===== src/rtl/ss_restore_reader_pkg.sv =====
// Shared constants and types for the save-state restore path.
// Header layout, section index end marker and restore error codes.
package ss_restore_reader_pkg;

  localparam logic [31:0] SS_DDR_BASE      = 32'h0000_0000;
  localparam logic [31:0] SS_SECTION_MAGIC = 32'h5353_4543;
  localparam logic [7:0]  SS_IDX_END       = 8'hFF;

  typedef struct packed {
    logic [7:0]  idx;
    logic [23:0] count;
    logic [31:0] magic;
  } ss_header_t;

  typedef enum logic [1:0] {
    ERR_NONE    = 2'd0,
    ERR_MAGIC   = 2'd1,
    ERR_INDEX   = 2'd2,
    ERR_OVERRUN = 2'd3
  } ss_err_t;

  typedef enum logic [2:0] {
    S_IDLE,
    S_HDR_REQ,
    S_HDR_WAIT,
    S_DATA_REQ,
    S_STREAM,
    S_DONE,
    S_ERROR
  } rd_state_t;

endpackage


===== src/rtl/ss_rd_fifo.sv =====
// Payload staging FIFO between the DDR read channel and the device write port.
// DEPTH must be a power of two so the pointers wrap naturally.
module ss_rd_fifo #(
  parameter int WIDTH = 64,
  parameter int DEPTH = 16
) (
  input  logic                       clk,
  input  logic                       reset_n,
  input  logic                       push,
  input  logic                       pop,
  input  logic [WIDTH-1:0]           din,
  output logic [WIDTH-1:0]           dout,
  output logic [$clog2(DEPTH+1)-1:0] count,
  output logic                       empty
);
  localparam int AW = (DEPTH > 1) ? $clog2(DEPTH) : 1;

  logic [WIDTH-1:0] mem [DEPTH];
  logic [AW-1:0]    wr_ptr;
  logic [AW-1:0]    rd_ptr;
  logic             do_push;
  logic             do_pop;

  assign empty   = (count == '0);
  assign do_push = push && (32'(count) < DEPTH);
  assign do_pop  = pop && !empty;
  assign dout    = mem[rd_ptr];

  always_ff @(posedge clk) begin
    if (do_push) mem[wr_ptr] <= din;
  end

  always_ff @(posedge clk or negedge reset_n) begin
    if (!reset_n) begin
      wr_ptr <= '0;
      rd_ptr <= '0;
      count  <= '0;
    end else begin
      if (do_push) wr_ptr <= wr_ptr + 1'b1;
      if (do_pop)  rd_ptr <= rd_ptr + 1'b1;
      case ({do_push, do_pop})
        2'b10:   count <= count + 1'b1;
        2'b01:   count <= count - 1'b1;
        default: count <= count;
      endcase
    end
  end

endmodule


===== src/rtl/ss_restore_reader.sv =====
// Save-state restore engine: walks section headers of a DDR slot image and
// streams each section's payload words to the owning device.
//
// state      | meaning
// IDLE       | waiting for start
// HDR_REQ    | requesting one header word at hdr_ptr
// HDR_WAIT   | waiting for the header word, then validating it
// DATA_REQ   | issuing the first payload burst of a section
// STREAM     | draining the FIFO to the device, refilling with further bursts
// DONE       | end marker reached, one-cycle done pulse
// ERROR      | restore aborted, one-cycle error pulse
module ss_restore_reader
  import ss_restore_reader_pkg::*;
#(
  parameter int          BURST      = 8,
  parameter logic [31:0] SLOT_BYTES = 32'h0002_0000,
  parameter int          SLOTS      = 4,
  parameter int          MAX_IDX    = 5
) (
  input  logic                     clk,
  input  logic                     reset_n,
  input  logic                     start,
  input  logic [$clog2(SLOTS)-1:0] slot,
  output logic                     busy,
  output logic                     done,
  output logic                     error,
  output logic [1:0]               err_code,
  output logic [31:0]              ddr_addr,
  output logic [7:0]               ddr_burstcnt,
  output logic                     ddr_read,
  input  logic                     ddr_busy,
  input  logic [63:0]              ddr_rdata,
  input  logic                     ddr_rdata_ready,
  output logic [7:0]               ss_idx,
  output logic [23:0]              ss_addr,
  output logic [63:0]              ss_data,
  output logic                     ss_write,
  input  logic                     ss_ack
);
  localparam int DEPTH = 2 * BURST;
  localparam int CW    = $clog2(DEPTH + 1);

  rd_state_t     state_q, state_d;
  logic [31:0]   hdr_ptr_q, hdr_ptr_d;
  logic [31:0]   rd_ptr_q, rd_ptr_d;
  logic [32:0]   limit_q, limit_d;
  logic [23:0]   remain_q, remain_d;
  logic [23:0]   addr_q, addr_d;
  logic [7:0]    idx_q, idx_d;
  logic [CW-1:0] outst_q, outst_d;
  ss_err_t       err_q, err_d;

  ss_header_t    hdr;
  logic [32:0]   hdr_end;
  logic [31:0]   slot_base;
  logic [7:0]    req_len;
  logic [CW-1:0] fifo_count;
  logic [CW-1:0] free_words;
  logic [63:0]   fifo_dout;
  logic          fifo_empty;
  logic          push;
  logic          pop;
  logic          can_issue;
  logic          accept;

  assign hdr        = ss_header_t'(ddr_rdata);
  // 33-bit end address so a section reaching past 4 GiB cannot wrap under the limit
  assign hdr_end    = {1'b0, hdr_ptr_q} + ((33'(hdr.count) + 33'd1) << 3);
  assign slot_base  = SS_DDR_BASE + 32'(slot) * SLOT_BYTES;
  assign req_len    = (remain_q >= 24'(BURST)) ? 8'(BURST) : remain_q[7:0];
  // words already in flight are reserved so returned data always fits
  assign free_words = CW'(DEPTH) - fifo_count - outst_q;
  assign can_issue  = (remain_q != '0) && (32'(free_words) >= 32'(req_len));
  assign push       = ddr_rdata_ready && (outst_q != '0);

  assign ss_write = !fifo_empty;
  assign pop      = ss_write && ss_ack;
  assign ss_data  = ss_write ? fifo_dout : '0;
  assign ss_idx   = idx_q;
  assign ss_addr  = addr_q;
  assign err_code = err_q;
  assign busy     = state_q inside {S_HDR_REQ, S_HDR_WAIT, S_DATA_REQ, S_STREAM};
  assign done     = (state_q == S_DONE);
  assign error    = (state_q == S_ERROR);

  ss_rd_fifo #(
    .WIDTH(64),
    .DEPTH(DEPTH)
  ) u_fifo (
    .clk    (clk),
    .reset_n(reset_n),
    .push   (push),
    .pop    (pop),
    .din    (ddr_rdata),
    .dout   (fifo_dout),
    .count  (fifo_count),
    .empty  (fifo_empty)
  );

  always_ff @(posedge clk or negedge reset_n) begin
    if (!reset_n) begin
      state_q   <= S_IDLE;
      hdr_ptr_q <= '0;
      rd_ptr_q  <= '0;
      limit_q   <= '0;
      remain_q  <= '0;
      addr_q    <= '0;
      idx_q     <= '0;
      outst_q   <= '0;
      err_q     <= ERR_NONE;
    end else begin
      state_q   <= state_d;
      hdr_ptr_q <= hdr_ptr_d;
      rd_ptr_q  <= rd_ptr_d;
      limit_q   <= limit_d;
      remain_q  <= remain_d;
      addr_q    <= addr_d;
      idx_q     <= idx_d;
      outst_q   <= outst_d;
      err_q     <= err_d;
    end
  end

  always_comb begin
    state_d      = state_q;
    hdr_ptr_d    = hdr_ptr_q;
    rd_ptr_d     = rd_ptr_q;
    limit_d      = limit_q;
    remain_d     = remain_q;
    addr_d       = addr_q;
    idx_d        = idx_q;
    err_d        = err_q;
    accept       = 1'b0;
    ddr_read     = 1'b0;
    ddr_addr     = '0;
    ddr_burstcnt = '0;

    if (pop) addr_d = addr_q + 24'd1;

    unique case (state_q)
      S_IDLE: begin
        if (start) begin
          hdr_ptr_d = slot_base;
          limit_d   = {1'b0, slot_base} + {1'b0, SLOT_BYTES};
          err_d     = ERR_NONE;
          state_d   = S_HDR_REQ;
        end
      end
      S_HDR_REQ: begin
        ddr_read     = 1'b1;
        ddr_addr     = hdr_ptr_q;
        ddr_burstcnt = 8'd1;
        if (!ddr_busy) state_d = S_HDR_WAIT;
      end
      S_HDR_WAIT: begin
        if (ddr_rdata_ready) begin
          if (hdr.magic != SS_SECTION_MAGIC) begin
            err_d   = ERR_MAGIC;
            state_d = S_ERROR;
          end else if (hdr.idx == SS_IDX_END) begin
            state_d = S_DONE;
          end else if (32'(hdr.idx) > MAX_IDX) begin
            err_d   = ERR_INDEX;
            state_d = S_ERROR;
          end else if (hdr_end > limit_q) begin
            err_d   = ERR_OVERRUN;
            state_d = S_ERROR;
          end else if (hdr.count == '0) begin
            hdr_ptr_d = hdr_ptr_q + 32'd8;
            state_d   = S_HDR_REQ;
          end else begin
            idx_d    = hdr.idx;
            rd_ptr_d = hdr_ptr_q + 32'd8;
            remain_d = hdr.count;
            addr_d   = '0;
            state_d  = S_DATA_REQ;
          end
        end
      end
      S_DATA_REQ, S_STREAM: begin
        if (can_issue) begin
          ddr_read     = 1'b1;
          ddr_addr     = rd_ptr_q;
          ddr_burstcnt = req_len;
          if (!ddr_busy) begin
            accept   = 1'b1;
            rd_ptr_d = rd_ptr_q + {21'd0, req_len, 3'd0};
            remain_d = remain_q - {16'd0, req_len};
            state_d  = S_STREAM;
          end
        end else if (state_q == S_STREAM && remain_q == '0 && outst_q == '0 && fifo_empty) begin
          hdr_ptr_d = rd_ptr_q;
          state_d   = S_HDR_REQ;
        end
      end
      S_DONE, S_ERROR: state_d = S_IDLE;
      default:         state_d = S_IDLE;
    endcase

    outst_d = outst_q + (accept ? CW'(req_len) : CW'(0)) - (push ? CW'(1) : CW'(0));
  end

endmodule


===== config.mk =====
export PLATFORM = sky130hd
export DESIGN_NAME = ss_restore_reader
export DESIGN_NICKNAME = d
export VERILOG_FILES = /design/src/rtl/ss_restore_reader_pkg.sv /design/src/rtl/ss_rd_fifo.sv /design/src/rtl/ss_restore_reader.sv
export SDC_FILE = /design/constraint.sdc
export NUM_CORES = 2
export LEC_CHECK = 0
export BUFFER_PORTS_ARGS = -buffer_cell sky130_fd_sc_hd__buf_4
export CAP_MARGIN = 40
export CORE_MARGIN = 8
export CORE_UTILIZATION = 60
export CTS_CLUSTER_DIAMETER = 60
export DETAILED_ROUTE_END_ITERATION = 8
export PLACE_DENSITY = 0.74
export SYNTH_ARGS = -nofsm -noshare
export SYNTH_HDL_FRONTEND = slang
export SYNTH_HIERARCHICAL = 1
export SYNTH_SLANG_ARGS = --single-unit
export TNS_END_PERCENT = 1

===== constraint.sdc =====
create_clock -name clk -period 7.5 [get_ports clk]
set_input_delay 2.25 -clock clk [delete_from_list [all_inputs] [get_ports clk]]
set_output_delay 2.25 -clock clk [all_outputs]
set_load 0.005 [all_outputs]

After elaboration in Yosys (flattened, before gate mapping) --
Memories as Yosys holds them, arrays and structs flattened. Cells that the tools add are included.
Storage, ports and cells: flip-flop bits (word level) 176, latch bits 0, RAM bits 1024, bits in read-only memories 0, output and inout port bits 143, memories 1
Memory list:
- u_fifo.mem | words 16, width 64, rd ports 1, clocked after Yosys merged registers in 0, write ports 1, RTL line ss_rd_fifo.sv:18 | logic [WIDTH-1:0] mem [DEPTH];
Cells by class: $add $sub $neg 15, multiply operators 0, div/mod/pow operators 0, magnitude comparators 5, equal/unequal tests 27, shifts and indexed selects 0, mux-type cells 71, bitwise logic cells 5, reduce and logical (&&, ||, !) cells 28
Operators by type and width (count):
- 2-to-1 mux 32 bit | 18
- 2-to-1 mux 24 bit | 16
- case mux 32 bit (2 select lines) | 2
- case mux 32 bit (3 select lines) | 1
- 2-to-1 mux 64 bit | 1
- logical NOT 24 bit | 2
- case mux 24 bit (2 select lines) | 1
- adder 32 x 28 -> 33 bit | 1
- > comparator 33 bit | 1
- adder 32 x 11 -> 32 bit | 1
- adder 32 x 4 -> 32 bit, second input constant | 1
- inequality test 32 x 31 -> 1 bit, second input constant | 1
- 2-to-1 mux 3 bit | 10
- adder 24 x 1 -> 25 bit, second input constant | 1
- adder 24 x 1 -> 24 bit, second input constant | 1
- greater-or-equal comparator 24 x 4 -> 1 bit, second input constant | 1
- inequality test 2 bit, second input constant | 12
- nonzero test 24 bit | 1
- subtractor 24 x 8 -> 24 bit | 1
- adder 19 x 18 -> 20 bit, second input constant | 1
- 2-to-1 mux 8 bit | 2
- case mux 8 bit (2 select lines) | 1
- 2-to-1 mux 2 bit | 7
- case mux 3 bit (4 select lines) | 1
- 39 further kinds | 66

Depth between registers and ports, before layout --
depth after elaboration 11, gate-level depth with buffers 28, depth with buffers taken out 25

Modules after synthesis --
The synthesis kept the hierarchy.
Modules (own cells, without submodules):
- ss_rd_fifo | instances 1, cells an instance 1921, area each 39833.2 um^2
- ss_restore_reader | instances 1, cells an instance 1549, area each 12588.3 um^2

Worst setup path after synthesis --
No wires, ideal clock.
path kind input to register, start point input port ddr_rdata_ready, end point memory u_fifo.mem[3][0], enable pin, arrival 7.322 ns, required time 6.935 ns, slack -0.386 ns, stages on the path 5, path buffers 1, cell sequence nor2b_1 nor2b_1 clkbuf_1 nand2_1 nor3_1
On the way: word-level cells in the longest chain between the ends 4
RTL lines:
- start: declaration | RTL line ss_restore_reader.sv:33 | input logic ddr_rdata_ready,
- logical AND 1 bit | RTL line ss_restore_reader.sv:74 | assign push = ddr_rdata_ready && (outst_q != '0);
- logical AND 1 bit | RTL line ss_rd_fifo.sv:25 | assign do_push = push && (32'(count) < DEPTH);
- 2-to-1 mux 1 bit | RTL line ss_rd_fifo.sv:30 | if (do_push) mem[wr_ptr] <= din;
- 2-to-1 mux 1 bit (not written as such) | RTL line ss_rd_fifo.sv:30
- end: declaration | RTL line ss_rd_fifo.sv:18
Every way passes these cells.

Final worst setup path --
start point register remain_q[10], end point output port ddr_addr[25]
On the way: word-level cells in the longest chain between the ends 6, elaborated cells between the ends (all ways) 7
RTL lines:
- start: declaration | RTL line ss_restore_reader.sv:47 | logic [23:0] remain_q, remain_d;
- start signal: assignment | RTL line ss_restore_reader.sv:116 | remain_q <= remain_d;
- greater-or-equal comparator 24 x 4 -> 1 bit | RTL line ss_restore_reader.sv:70 | assign req_len = (remain_q >= 24'(BURST)) ? 8'(BURST) : remain_q[7:0];
- 2-to-1 mux 8 bit | RTL line ss_restore_reader.sv:70
- greater-or-equal comparator 5 x 8 -> 1 bit | RTL line ss_restore_reader.sv:73 | assign can_issue = (remain_q != '0) && (32'(free_words) >= 32'(req_len));
- logical AND 1 bit * | RTL line ss_restore_reader.sv:73
- 2-to-1 mux 32 bit * | RTL line ss_restore_reader.sv:181 | if (can_issue) begin
- case mux 32 bit (2 select lines) * | RTL line ss_restore_reader.sv:140 | unique case (state_q)
- end: declaration | RTL line ss_restore_reader.sv:28 | output logic [31:0] ddr_addr,
Every way passes the cells marked *; elsewhere a longest branch is shown, timed or not.

==> out/results.ini <==
[cells_and_area]
fin_nets = 3980
fillers = 5610
stdcell_area_um2 = 60400
multi_input_area_um2 = 16700
antenna_cells = 0
seq_area_um2 = 34400
final_layout_size_suffix_gt1_frac = 0.217
area_growth_pct = 15.2
final_core_util = 0.697

[setup_path]
critPathMaxFanout = 28
setup.worst_path.class = flop to output pin
worstPathCellList = or4_2 -> nor4_2 -> nand2_2 -> clkinv_1 -> buf_4 -> nand2_1 -> ha_1 -> a21o_1 -> a21o_1 -> a21oi_1 -> or2_2 -> nor2_2 -> buf_4 -> a22o_1 -> buf_4
cp-start-kind = flop
r2r_cells = 22
endpoint_kind = output pin
cp-startpoint = remain_q[10]
crit_required_ns = 5.25
rr_startpoint = hdr_ptr_q[3]
rr_endpoint = rd_ptr_q[31]
arrival_ns = 4.97
crit_slowest_cell = or4_2
r2r_slack_ns = 1.98
critPathMostFrequentCell = buf_4
cp-endpoint = ddr_addr[25]
slowest_delay_ns = 0.76

[logic_synthesis]
syn_area_um2 = 52400
synth_flop_cell = edfxtp_1
ys_seq_elements = 1170
async_flop_share = 0.125
yosys_warnings = 6
synthCells = 3470
yosysSeqAreaShare = 0.656
synthDistinctLibCells = 110
avgSynthCellArea_um2 = 15.1
synth_edf_count = 1024

[drt]
ant_nets = 0
drt_pass1_iterations = 5
wl_um = 148000
viasPerCell = 6.64
wl_per_cell_um = 29.1
drc = 0
drt_iter0_markers = 3596
num_vias = 33700

[sta]
max_freq_mhz = 138
fin_skew_ns = 0.0289
tightest_slew_ns = 0.927
finalWorstSetupSlack_ns = 0.278
hold_violations = 0
setup_violations = 0
fin_crit_sh = 0.963
slew_headroom = 0.382
post-route-min-period_ns = 7.22
rsz0062_at_grt = no
setup_tns_ns = 0
drv_slew = 0

[clock_network]
root_buffer = clkbuf_16
cts_tree = done
cts_sinks = 1170
cts_made_buffers = 114
worstSkewPairLatency_ns = 0.70
clkTransAtPathRegs_ns = 0.06
hold_buffers = 0
cts_buffer_depth = 3
cts_htree_levels = 3
post_cts_buffers = 0

[die]
ioPinCount = 215
die_y_um = 312
dieArea_um2 = 97100
die_x_um = 312
start_util = 0.605
core_um2 = 86600
rows = 108

[place]
io_buffers = 210
dpl_cell_area_um2 = 56500
dpl.hpwl_um = 91000
gp_congestion = 0.927
place_ws_ns = -0.494

[run]
cap_violations = 0

[pwr]
power_leakage_nw = 21.9
power_density_nw_per_um2 = 384
vdd_drop_max_v = 0.000253

[global_route]
overflow = 0
grt_pass1_wl_um = 219000
grt_pass1_vias = 34500
antenna_found_initial = 3
grt_max_degree = 78
grt_util_all_layers = 0.297

[outcome]
status = completed

[hold_path]
hp-class = flop to flop

[worst max-delay path, delay by kind of cell, from the launching register on]
kind / cells / cell delay, ns
compound gates: 4 / 1.02
fa+ha+maj: 1 / 0.34
buf+inv: 4 / 0.64
flops: 1 / 0.42
simple gates: 6 / 1.84
[final cells by class]
type / instances / area share
tap: 1155 / 0.0239
clock buffer: 143 / 0.0506
inverter: 69 / 0.00429
clock inverter: 69 / 0.0128
sequential: 1170 / 0.570
multi-input combinational: 2036 / 0.277
timing repair buffer: 434 / 0.0617
[cell usage in the layout, fill, tap and decap left out, drive strengths merged, types with 24 or more instances in the layout]
cell type  count
buf          434
clkinv        47
nand4         44
nor2b         79
xnor2         62
mux4         128
dfrtp        146
clkbuf       143
nand3         74
xor2          41
a21oi        102
and3          25
inv           75
edfxtp      1024
nor2         137
nor3          70
a221oi       135
nand2        212
o21ai        146
a22oi         73
o211ai        24
mux2i        269
a22o          27
ha            78
a21o          24
[worst min path at each step]
stage	depth (start not counted)	to	slack, ns	from
floorplan	2	limit_q[17]	0.46	limit_q[17]
global placement	1	ss_idx[5]	0.47	ss_idx[5]
detailed placement	1	ss_idx[5]	0.47	ss_idx[5]
CTS	1	ss_idx[5]	0.49	ss_idx[5]
global route	1	ss_idx[5]	0.50	ss_idx[5]
finish	1	ss_idx[5]	0.49	ss_idx[5]
[routing by layer]
layer | global-route usage | routed length (um) | vias to the layer above
li1 | - | - | 14500
met1 | 0.383 | 55800 | 17100
met2 | 0.508 | 74000 | 1790
met3 | 0.0461 | 12000 | 329
met4 | 0.115 | 5890 | 2
met5 | 0 | 13 | -
[flip-flops by register name, summed over array words and instances, names as in the netlist]
signal	cells
u_fifo/mem	1024
hdr_ptr_q	32
rd_ptr_q	32
remain_q	24
ss_addr	24
ss_idx	8
outst_q	5
u_fifo/count	5
u_fifo/rd_ptr	4
u_fifo/wr_ptr	4
limit_q	3
state_q	3
err_code	2
[synth_stat cells, types with 7 or more instances]
| cell type | number | area, um^2 |
|---|---|---|
| a211oi_1 | 15 | 113 |
| a211oi_2 | 8 | 100 |
| a21o_1 | 20 | 150 |
| a21oi_1 | 97 | 485 |
| a221o_1 | 8 | 80.1 |
| a221oi_1 | 133 | 1160 |
| a22o_1 | 27 | 236 |
| a22oi_1 | 73 | 548 |
| a31oi_1 | 15 | 93.8 |
| a41oi_1 | 9 | 78.8 |
| and2_1 | 17 | 106 |
| and3_1 | 23 | 144 |
| and4_1 | 10 | 87.6 |
| buf_1 | 15 | 56.3 |
| buf_2 | 17 | 85.1 |
| buf_4 | 19 | 143 |
| buf_6 | 38 | 428 |
| clkbuf_1 | 99 | 372 |
| clkbuf_8 | 9 | 124 |
| dfrtp_1 | 146 | 3650 |
| edfxtp_1 | 1024 | 30700 |
| ha_1 | 78 | 976 |
| inv_1 | 67 | 251 |
| mux2_2 | 15 | 169 |
| mux2i_1 | 269 | 2690 |
| mux4_2 | 128 | 2880 |
| nand2_1 | 210 | 788 |
| nand2b_1 | 11 | 68.8 |
| nand3_1 | 74 | 370 |
| nand4_1 | 42 | 263 |
| nor2_1 | 134 | 503 |
| nor2b_1 | 79 | 494 |
| nor3_1 | 70 | 350 |
| nor4_1 | 22 | 138 |
| o211ai_1 | 14 | 105 |
| o211ai_2 | 10 | 125 |
| o21a_1 | 7 | 52.6 |
| o21ai_0 | 137 | 686 |
| o21ai_1 | 9 | 45.0 |
| o22a_1 | 7 | 61.3 |
| o2bb2ai_1 | 7 | 61.3 |
| or3_1 | 12 | 75.1 |
| or4_1 | 8 | 60.1 |
| xnor2_1 | 62 | 543 |
| xor2_1 | 41 | 359 |
[cells by family after synthesis]
logic type      after synthesis  share of synthesized area
compound gates              667                     0.0930
xor+xnor                    103                     0.0172
fa+ha+maj                    83                     0.0205
buf+inv                     272                     0.0291
flops                      1170                      0.656
mux                         412                      0.110
other cells                   2                   0.000143
simple gates                761                     0.0741
[stage by stage]
step / std cells / hold slack [ns] / power, mW
finish: 5076 / 0.492 / 23.2
global route: 5076 / 0.503 / 24.2
global placement: 4848 / 0.470 / 17.0
detailed placement: 4864 / 0.474 / 17.4
floorplan: 3478 / 0.456 / 14.0
CTS: 5076 / 0.491 / 23.2
[report_power, final]
part	internal (mW)	total [mW]	switching, mW
logic	3.89	9.07	5.18
clock network	3.38	5.82	2.44
registers	7.69	8.34	0.650
[what timing repair did]
| action | 4_1_cts | 5_1_grt |
|---|---|---|
| setup endpoints to repair | 0 | 142 |
| hold endpoints to repair | 0 | 0 |
| resized for setup | 0 | 7 |
(Power assumes the default switching activity.)
